[src/rtl/i2s_adc_receiver.sv]
// DSP-mode-B (LRC pulse, MSB on same BCLK) ADC deserialiser producing left/right PCM samples.
// Optional peak-magnitude tracker enabled by defining I2S_RX_PEAK_EN.
module i2s_adc_receiver #(
  parameter int unsigned DATA_WIDTH  = 16,
  parameter int unsigned SYNC_STAGES = 2
) (
  input  logic                  clk,
  input  logic                  reset,
  input  logic                  enable,
  input  logic                  BCLK,
  input  logic                  ADC_LR_CLK,
  input  logic                  ADC_DATA,
  output logic [DATA_WIDTH-1:0] left_sample,
  output logic [DATA_WIDTH-1:0] right_sample,
  output logic                  sample_valid,
  input  logic                  sample_ready,
  output logic                  overrun,
  output logic                  frame_err,
`ifdef I2S_RX_PEAK_EN
  output logic [DATA_WIDTH-1:0] peak_level,
`endif
  input  logic                  clear_flags
);

  localparam int unsigned FrameLen = 2 * DATA_WIDTH;
  localparam int unsigned CntW     = $clog2(FrameLen + 1);
  localparam logic [CntW-1:0] CntFull = CntW'(FrameLen);
  localparam logic [CntW-1:0] CntLast = CntW'(FrameLen - 1);

  typedef enum logic [0:0] {StHunt, StRecv} state_e;

  logic [SYNC_STAGES-1:0] bclk_sync_q, lrc_sync_q, data_sync_q;
  logic                   bclk_prev_q;
  logic                   rise, lrc, din;

  state_e                state_q, state_d;
  logic [CntW-1:0]       cnt_q, cnt_d;
  // Holds all but the final bit; the last bit is taken straight from the synchroniser.
  logic [FrameLen-2:0]   shift_q, shift_d;
  logic [FrameLen-1:0]   shift_nxt;
  logic [DATA_WIDTH-1:0] left_q, left_d, right_q, right_d;
  logic [DATA_WIDTH-1:0] new_left, new_right;
  logic                  valid_q, valid_d;
  logic                  ovr_q, ovr_d;
  logic                  frame_err_q, frame_err_d;
  logic                  complete, load;

  always_ff @(posedge clk or negedge reset) begin
    if (!reset) begin
      bclk_sync_q <= '0;
      lrc_sync_q  <= '0;
      data_sync_q <= '0;
      bclk_prev_q <= 1'b0;
    end else begin
      bclk_sync_q <= {bclk_sync_q[SYNC_STAGES-2:0], BCLK};
      lrc_sync_q  <= {lrc_sync_q[SYNC_STAGES-2:0], ADC_LR_CLK};
      data_sync_q <= {data_sync_q[SYNC_STAGES-2:0], ADC_DATA};
      bclk_prev_q <= bclk_sync_q[SYNC_STAGES-1];
    end
  end

  assign rise = bclk_sync_q[SYNC_STAGES-1] & ~bclk_prev_q;
  assign lrc  = lrc_sync_q[SYNC_STAGES-1];
  assign din  = data_sync_q[SYNC_STAGES-1];

  assign shift_nxt = {shift_q, din};
  assign new_left  = shift_nxt[FrameLen-1 -: DATA_WIDTH];
  assign new_right = shift_nxt[DATA_WIDTH-1:0];

  // Frame assembly
  always_comb begin
    state_d     = state_q;
    cnt_d       = cnt_q;
    shift_d     = shift_q;
    frame_err_d = 1'b0;
    complete    = 1'b0;
    if (!enable) begin
      state_d = StHunt;
      cnt_d   = '0;
    end else if (rise) begin
      unique case (state_q)
        StHunt: begin
          if (lrc) begin
            shift_d = {{(FrameLen-2){1'b0}}, din};
            cnt_d   = CntW'(1);
            state_d = StRecv;
          end
        end
        StRecv: begin
          if (lrc) begin
            // A start pulse before the frame filled means the previous frame was truncated.
            frame_err_d = (cnt_q != CntFull);
            shift_d     = {{(FrameLen-2){1'b0}}, din};
            cnt_d       = CntW'(1);
          end else if (cnt_q == CntFull) begin
            state_d = StHunt;
            cnt_d   = '0;
          end else begin
            shift_d  = shift_nxt[FrameLen-2:0];
            cnt_d    = cnt_q + 1'b1;
            complete = (cnt_q == CntLast);
          end
        end
        default: begin
          state_d = StHunt;
          cnt_d   = '0;
        end
      endcase
    end
  end

  assign load = complete && (!valid_q || sample_ready);

  // Output handshake and sticky overrun
  always_comb begin
    valid_d = valid_q;
    left_d  = left_q;
    right_d = right_q;
    ovr_d   = ovr_q;
    if (valid_q && sample_ready) valid_d = 1'b0;
    if (clear_flags) ovr_d = 1'b0;
    if (load) begin
      left_d  = new_left;
      right_d = new_right;
      valid_d = 1'b1;
    end else if (complete) begin
      ovr_d = 1'b1;
    end
  end

  always_ff @(posedge clk or negedge reset) begin
    if (!reset) begin
      state_q     <= StHunt;
      cnt_q       <= '0;
      shift_q     <= '0;
      left_q      <= '0;
      right_q     <= '0;
      valid_q     <= 1'b0;
      ovr_q       <= 1'b0;
      frame_err_q <= 1'b0;
    end else begin
      state_q     <= state_d;
      cnt_q       <= cnt_d;
      shift_q     <= shift_d;
      left_q      <= left_d;
      right_q     <= right_d;
      valid_q     <= valid_d;
      ovr_q       <= ovr_d;
      frame_err_q <= frame_err_d;
    end
  end

  assign left_sample  = left_q;
  assign right_sample = right_q;
  assign sample_valid = valid_q;
  assign overrun      = ovr_q;
  assign frame_err    = frame_err_q;

`ifdef I2S_RX_PEAK_EN
  logic [DATA_WIDTH-1:0] peak_q, peak_d, mag_l, mag_r;

  // Saturating magnitude: the most negative code maps to the largest positive code.
  function automatic logic [DATA_WIDTH-1:0] sat_abs(input logic [DATA_WIDTH-1:0] x);
    if (!x[DATA_WIDTH-1]) return x;
    if (x == {1'b1, {(DATA_WIDTH-1){1'b0}}}) return {1'b0, {(DATA_WIDTH-1){1'b1}}};
    return ~x + 1'b1;
  endfunction

  assign mag_l = sat_abs(new_left);
  assign mag_r = sat_abs(new_right);

  always_comb begin
    peak_d = clear_flags ? '0 : peak_q;
    if (load) begin
      if (mag_l > peak_d) peak_d = mag_l;
      if (mag_r > peak_d) peak_d = mag_r;
    end
  end

  always_ff @(posedge clk or negedge reset) begin
    if (!reset) peak_q <= '0;
    else        peak_q <= peak_d;
  end

  assign peak_level = peak_q;
`endif

endmodule

[config.mk]
export PLATFORM = sky130hd
export DESIGN_NAME = i2s_adc_receiver
export DESIGN_NICKNAME = d
export VERILOG_FILES = /design/src/rtl/i2s_adc_receiver.sv
export SDC_FILE = /design/constraint.sdc
export NUM_CORES = 1
export LEC_CHECK = 0
export CAP_MARGIN = 20
export CELL_PAD_IN_SITES_DETAIL_PLACEMENT = 1
export CELL_PAD_IN_SITES_GLOBAL_PLACEMENT = 2
export CORE_AREA = 2 2 82 124
export DETAILED_ROUTE_END_ITERATION = 7
export DIE_AREA = 0 0 84 126
export PLACE_DENSITY_LB_ADDON = 0.1
export SLEW_MARGIN = 5
export SYNTH_ARGS = -nofsm -noshare
export SYNTH_HDL_FRONTEND = slang
export SYNTH_SLANG_ARGS = --single-unit
[constraint.sdc]
create_clock -name clk -period 2.65 [get_ports clk]
set_input_delay 0.53 -clock clk [delete_from_list [all_inputs] [get_ports clk]]
set_output_delay 0.53 -clock clk [all_outputs]
set_load 0.03 [all_outputs]
Word-level counts from Yosys, hierarchy flattened
Index checks and enable logic that the tools add are counted.
- $add $sub $neg: 1
- multiply operators: 0
- divide/modulo/power cells: 0
- magnitude comparators: 0
- eq/ne operators: 7
- shifts and indexed selects: 0
- mux-type cells: 30
- bitwise logic cells: 3
- reductions and logical operators: 7
- operators with widths (cell ; number):
    2-to-1 mux 31 bit ; 3
    case mux 31 bit (2 select lines) ; 1
    2-to-1 mux 6 bit ; 5
    2-to-1 mux 1 bit ; 19
    case mux 6 bit (2 select lines) ; 1
    adder 6 x 1 -> 6 bit, second input constant ; 1
    == test 6 x 5 -> 1 bit, second input constant ; 1
    == test 6 bit, second input constant ; 1
    inequality test 3 bit, second input constant ; 2
    inequality test 6 bit, second input constant ; 1
    AND reduction 4 bit ; 1
    logical AND 1 bit ; 2
    inequality test 2 x 1 -> 1 bit, second input constant ; 1
    inequality test 2 bit, second input constant ; 1
    NOT 1 bit ; 2
    case mux 1 bit (2 select lines) ; 1
    AND reduction 2 bit ; 1
    nonzero test 2 bit ; 1
    bitwise AND 1 bit ; 1
    logical NOT 1 bit ; 1
    logical OR 1 bit ; 1
- bits in registers: 80
- bits in latches: 0
- bits in writable memories: 0
- bits in read-only memories: 0
- bits of input ports: 8
- output and inout bits: 35
- logic and storage cells: 60
- memories: 0

Longest topological paths before layout
- depth in word-level cells: 8
- gate-level depth with buffers: 7

Worst setup path after synthesis
Ideal clock, no wire load.
- path type: register -> register
- from: register cnt_q[0]
- to: register left_q[0] (netlist: left_sample[0])
- library setup time: 125 ps
- arrival: 1880 ps
- required time: 2525 ps
- slack: 645 ps
- stages on the path, launching flop included: 8
- path buffers: 2
- cell sequence: dfrtp_1 -> ha_1 -> nand3_2 -> or4_4 -> nor2b_2 -> buf_6 -> buf_12 -> mux2_4
- cells in the longest elaborated chain, start to end: 7
- elaborated cells on any way between the ends: 8
- classes of those cells: 2 x eq/ne; 5 x mux; 1 x reduce/logical
- ends and longest elaborated chain (element ; RTL line ; text):
    start: declaration ; 37 ; logic [CntW-1:0] cnt_q, cnt_d;
    start signal: assignment ; 143 ; cnt_q <= cnt_d;
    == test 6 x 5 -> 1 bit or == test 6 bit (tied branches) ; 101, 95 ;
    2-to-1 mux 1 bit * ; 95 ; end else if (cnt_q == CntFull) begin
    2-to-1 mux 1 bit * ; 90 ; if (lrc) begin
    2-to-1 mux 1 bit * ; 81 ; unique case (state_q)
    2-to-1 mux 1 bit * ; 80 ; end else if (rise) begin
    2-to-1 mux 1 bit * ; 77 ; if (!enable) begin
    logical AND 1 bit * ; 112 ; assign load = complete && (!valid_q || sample_ready);
    end signal: assignment ; 145 ; left_q <= left_d;
    end: declaration ; 41 ; logic [DATA_WIDTH-1:0] left_q, left_d, right_q, right_d;
Every way passes the cells marked *; elsewhere a longest branch is shown, timed or not.
A chain may end at the register's enable or synchronous reset.

Final worst setup path
- from: register cnt_q[0]
- to: register left_q[7] (netlist: left_sample[7])
Same word-level chain as after synthesis.

==> impl_metrics.ini <==
[synth]
synth_ff_type = dfrtp_1
syn_area_sq_mm = 0.00344
avgSynthCellArea_sq_um = 12.6
yosys_register_bits = 80
yosys_warnings = 0
postSynthCellCount = 272
ys_async_sr_fraction_pct = 100
synth_edf_count = 0
synth_cell_type_count = 37
synth_nets = 282
ys_seq_area_share_pct = 58.2

[global_routing]
grt_pass1_wl_um = 12400
grt-ovfl-total = 0
antenna_found_initial = 0
grt_pass1_vias = 2398
grt_max_degree = 47
grtUsageTotal_pct = 14.6

[flow_run]
maxCapViolations = 0

[route]
wire_per_inst_um = 16.6
vias_per_cell = 5.20
firstDrtPassIters = 4
num_vias = 2269
routed_wl_um = 7250
ant_nets = 0
drc = 0
drt_first_iter_violations = 92

[worst_setup_path]
crit_start = cnt_q[0]
worstSetupEndpointType = register
ff2ff_setup_slack_ns = 0.38
worst-setup-path-type = register to register
cp-start-kind = register
cp.required_ns = 2.86
reg2reg_from = cnt_q[0]
crit_fanout = 32
crit_arrival_ns = 2.48

[floorplanning]
fp.dieW_um = 84
die_y_um = 126
dieArea_sq_mm = 0.0106
initial_core_util_pct = 36.1
ios = 43
core_area_sq_mm = 0.00952
rows = 44

[clock_network]
hold_buffers = 0
cts_resized = 0
clockBufferDepth = 2
cts_made_buffers = 9
clkSlewWorstSetupHoldPaths_ns = 0.06
insertion_delay_ns = 0.33
cts_setup_buffers = 0
cts_max_level = 3
cts_tree = done
clockRootBuffer = clkbuf_16
clkSinkCount = 80

[timing]
hold_viol = 0
rsz0062_at_grt = false
worst_hold_slack_ns = 0.215
fmax_mhz = 440
period_needed_ns = 2.27
tns_ns = 0
worst_slack_ns = 0.379
finalCritPeriodShare_pct = 85.7
worst_pin_slew_ns = 0.613
slew_viol_final = 0
maxSlewHeadroom_pct = 59.2
finClkSkew_ns = 0.00517
setup_violations = 0

[power]
p_leak_nw = 1.86
powerDensity_mw_per_mm2 = 648
irDropWorstVdd_v = 0.000376

[hold_path]
hold_path_class = input pin to asynchronous set/reset pin

[placement]
portBuffers = 42
post-place-ws_ns = 0.0943
hpwlAfterDp_um = 4510
gp_congestion = 0.711

[outcome]
status = finished clean

[layout]
drive_gt1_share_pct = 19.6
nFillCells = 994
nets = 327
antenna_cells = 0
syn2layout_area_growth_pct = 25.9
## cell type report
cell class	instances	area, sq um	area share, %
tap	115	144	3.32
inverter	4	15.0	0.347
sequential	80	2000	46.3
timing repair buffer	51	510	11.8
clock buffer	12	246	5.70
multi-input combinational	171	1320	30.5
clock inverter	3	90.1	2.08
## metal layers
layer	track usage [%]	up-vias	routed length, um
met5	0	-	0
met4	5.41	0	91
met3	2.82	8	194
met2	23.1	36	3510
met1	20.1	1168	3450
li1	-	1057	-
## layout by cell type (no fill, tap or decap), types with 3 or more instances in the layout
| cell type | count |
|---|---|
| bufinv_16 | 3 |
| clkbuf_16 | 9 |
| a22oi_1 | 30 |
| nand2_1 | 35 |
| nor2_1 | 4 |
| buf_4 | 8 |
| mux2_2 | 3 |
| o21ai_0 | 26 |
| dfrtp_1 | 80 |
| nand2b_1 | 4 |
| inv_1 | 4 |
| o21ai_1 | 8 |
| clkdlybuf4s50_1 | 41 |
| a22o_1 | 5 |
| mux2_4 | 30 |
## worst paths after layout
path,depth (start not counted),end
hold / removal,1,right_sample[7]
min in group clk,0,bclk_sync_q[1]
setup reg to reg,6,left_sample[7]
setup / recovery,6,left_sample[7]
max in group asynchronous,2,left_sample[7]
hold reg to reg,0,bclk_sync_q[1]
## state kept, by name (all words and copies together) (netlist names)
| register | flops |
|---|---|
| shift_q | 31 |
| left_sample | 16 |
| right_sample | 16 |
| cnt_q | 6 |
| bclk_sync_q | 2 |
| data_sync_q | 2 |
| lrc_sync_q | 2 |
| bclk_prev_q | 1 |
| frame_err | 1 |
| overrun | 1 |
| sample_valid | 1 |
| state_q | 1 |
## critical path: stages (launching register included)
cell and delay (ns):
dfrtp_1 0.43, ha_1 0.26, nand3_2 0.11, or4_4 0.57, nor2b_4 0.14, buf_12 0.25, mux2_2 0.37
## stage by stage
step           total power (W)  cell area, sq um  utilization (%)  cells
5_1_grt                0.00292              4330             45.4    436
2_1_floorplan          0.00136              3440                -    272
4_1_cts                0.00286              4330             45.4    436
6_report               0.00280              4330             45.4    436
3_3_place_gp           0.00143              3990             41.9    421
3_5_place_dp           0.00144              3990             41.9    421
## cells by family (layout without fill, tap and decap cells)
group | count (synthesis) | after routing | share of synthesized area [%]
flops | 80 | 80 | 58.2
compound gates | 77 | 77 | 14.4
xor+xnor | 1 | 1 | 0.255
simple gates | 58 | 58 | 8.34
buf+inv | 21 | 70 | 3.97
mux | 33 | 33 | 14.1
fa+ha+maj | 2 | 2 | 0.728
## Yosys cell counts (2+ instances only)
cell type  number  area share [%]
clkbuf_1       12             1.3
o21ai_1         9             1.3
nor2_1          4            0.44
dfrtp_1        80              58
a211oi_1        2            0.44
nand2b_1        4            0.73
or2_2           2            0.36
a22oi_1        30             6.6
buf_12          3             1.7
mux2_4         30              13
inv_1           4            0.44
nand2_1        35             3.8
o21ai_0        26             3.8
ha_1            2            0.73
mux2_2          3            0.98
a22o_1          5             1.3
## power breakdown
part           switching, W  total [W]  internal, W
registers         0.0000319    0.00129      0.00126
logic             0.0000744   0.000121    0.0000465
clock network      0.000453    0.00139     0.000941
total              0.000559    0.00280      0.00224
(Power assumes the default switching activity.)
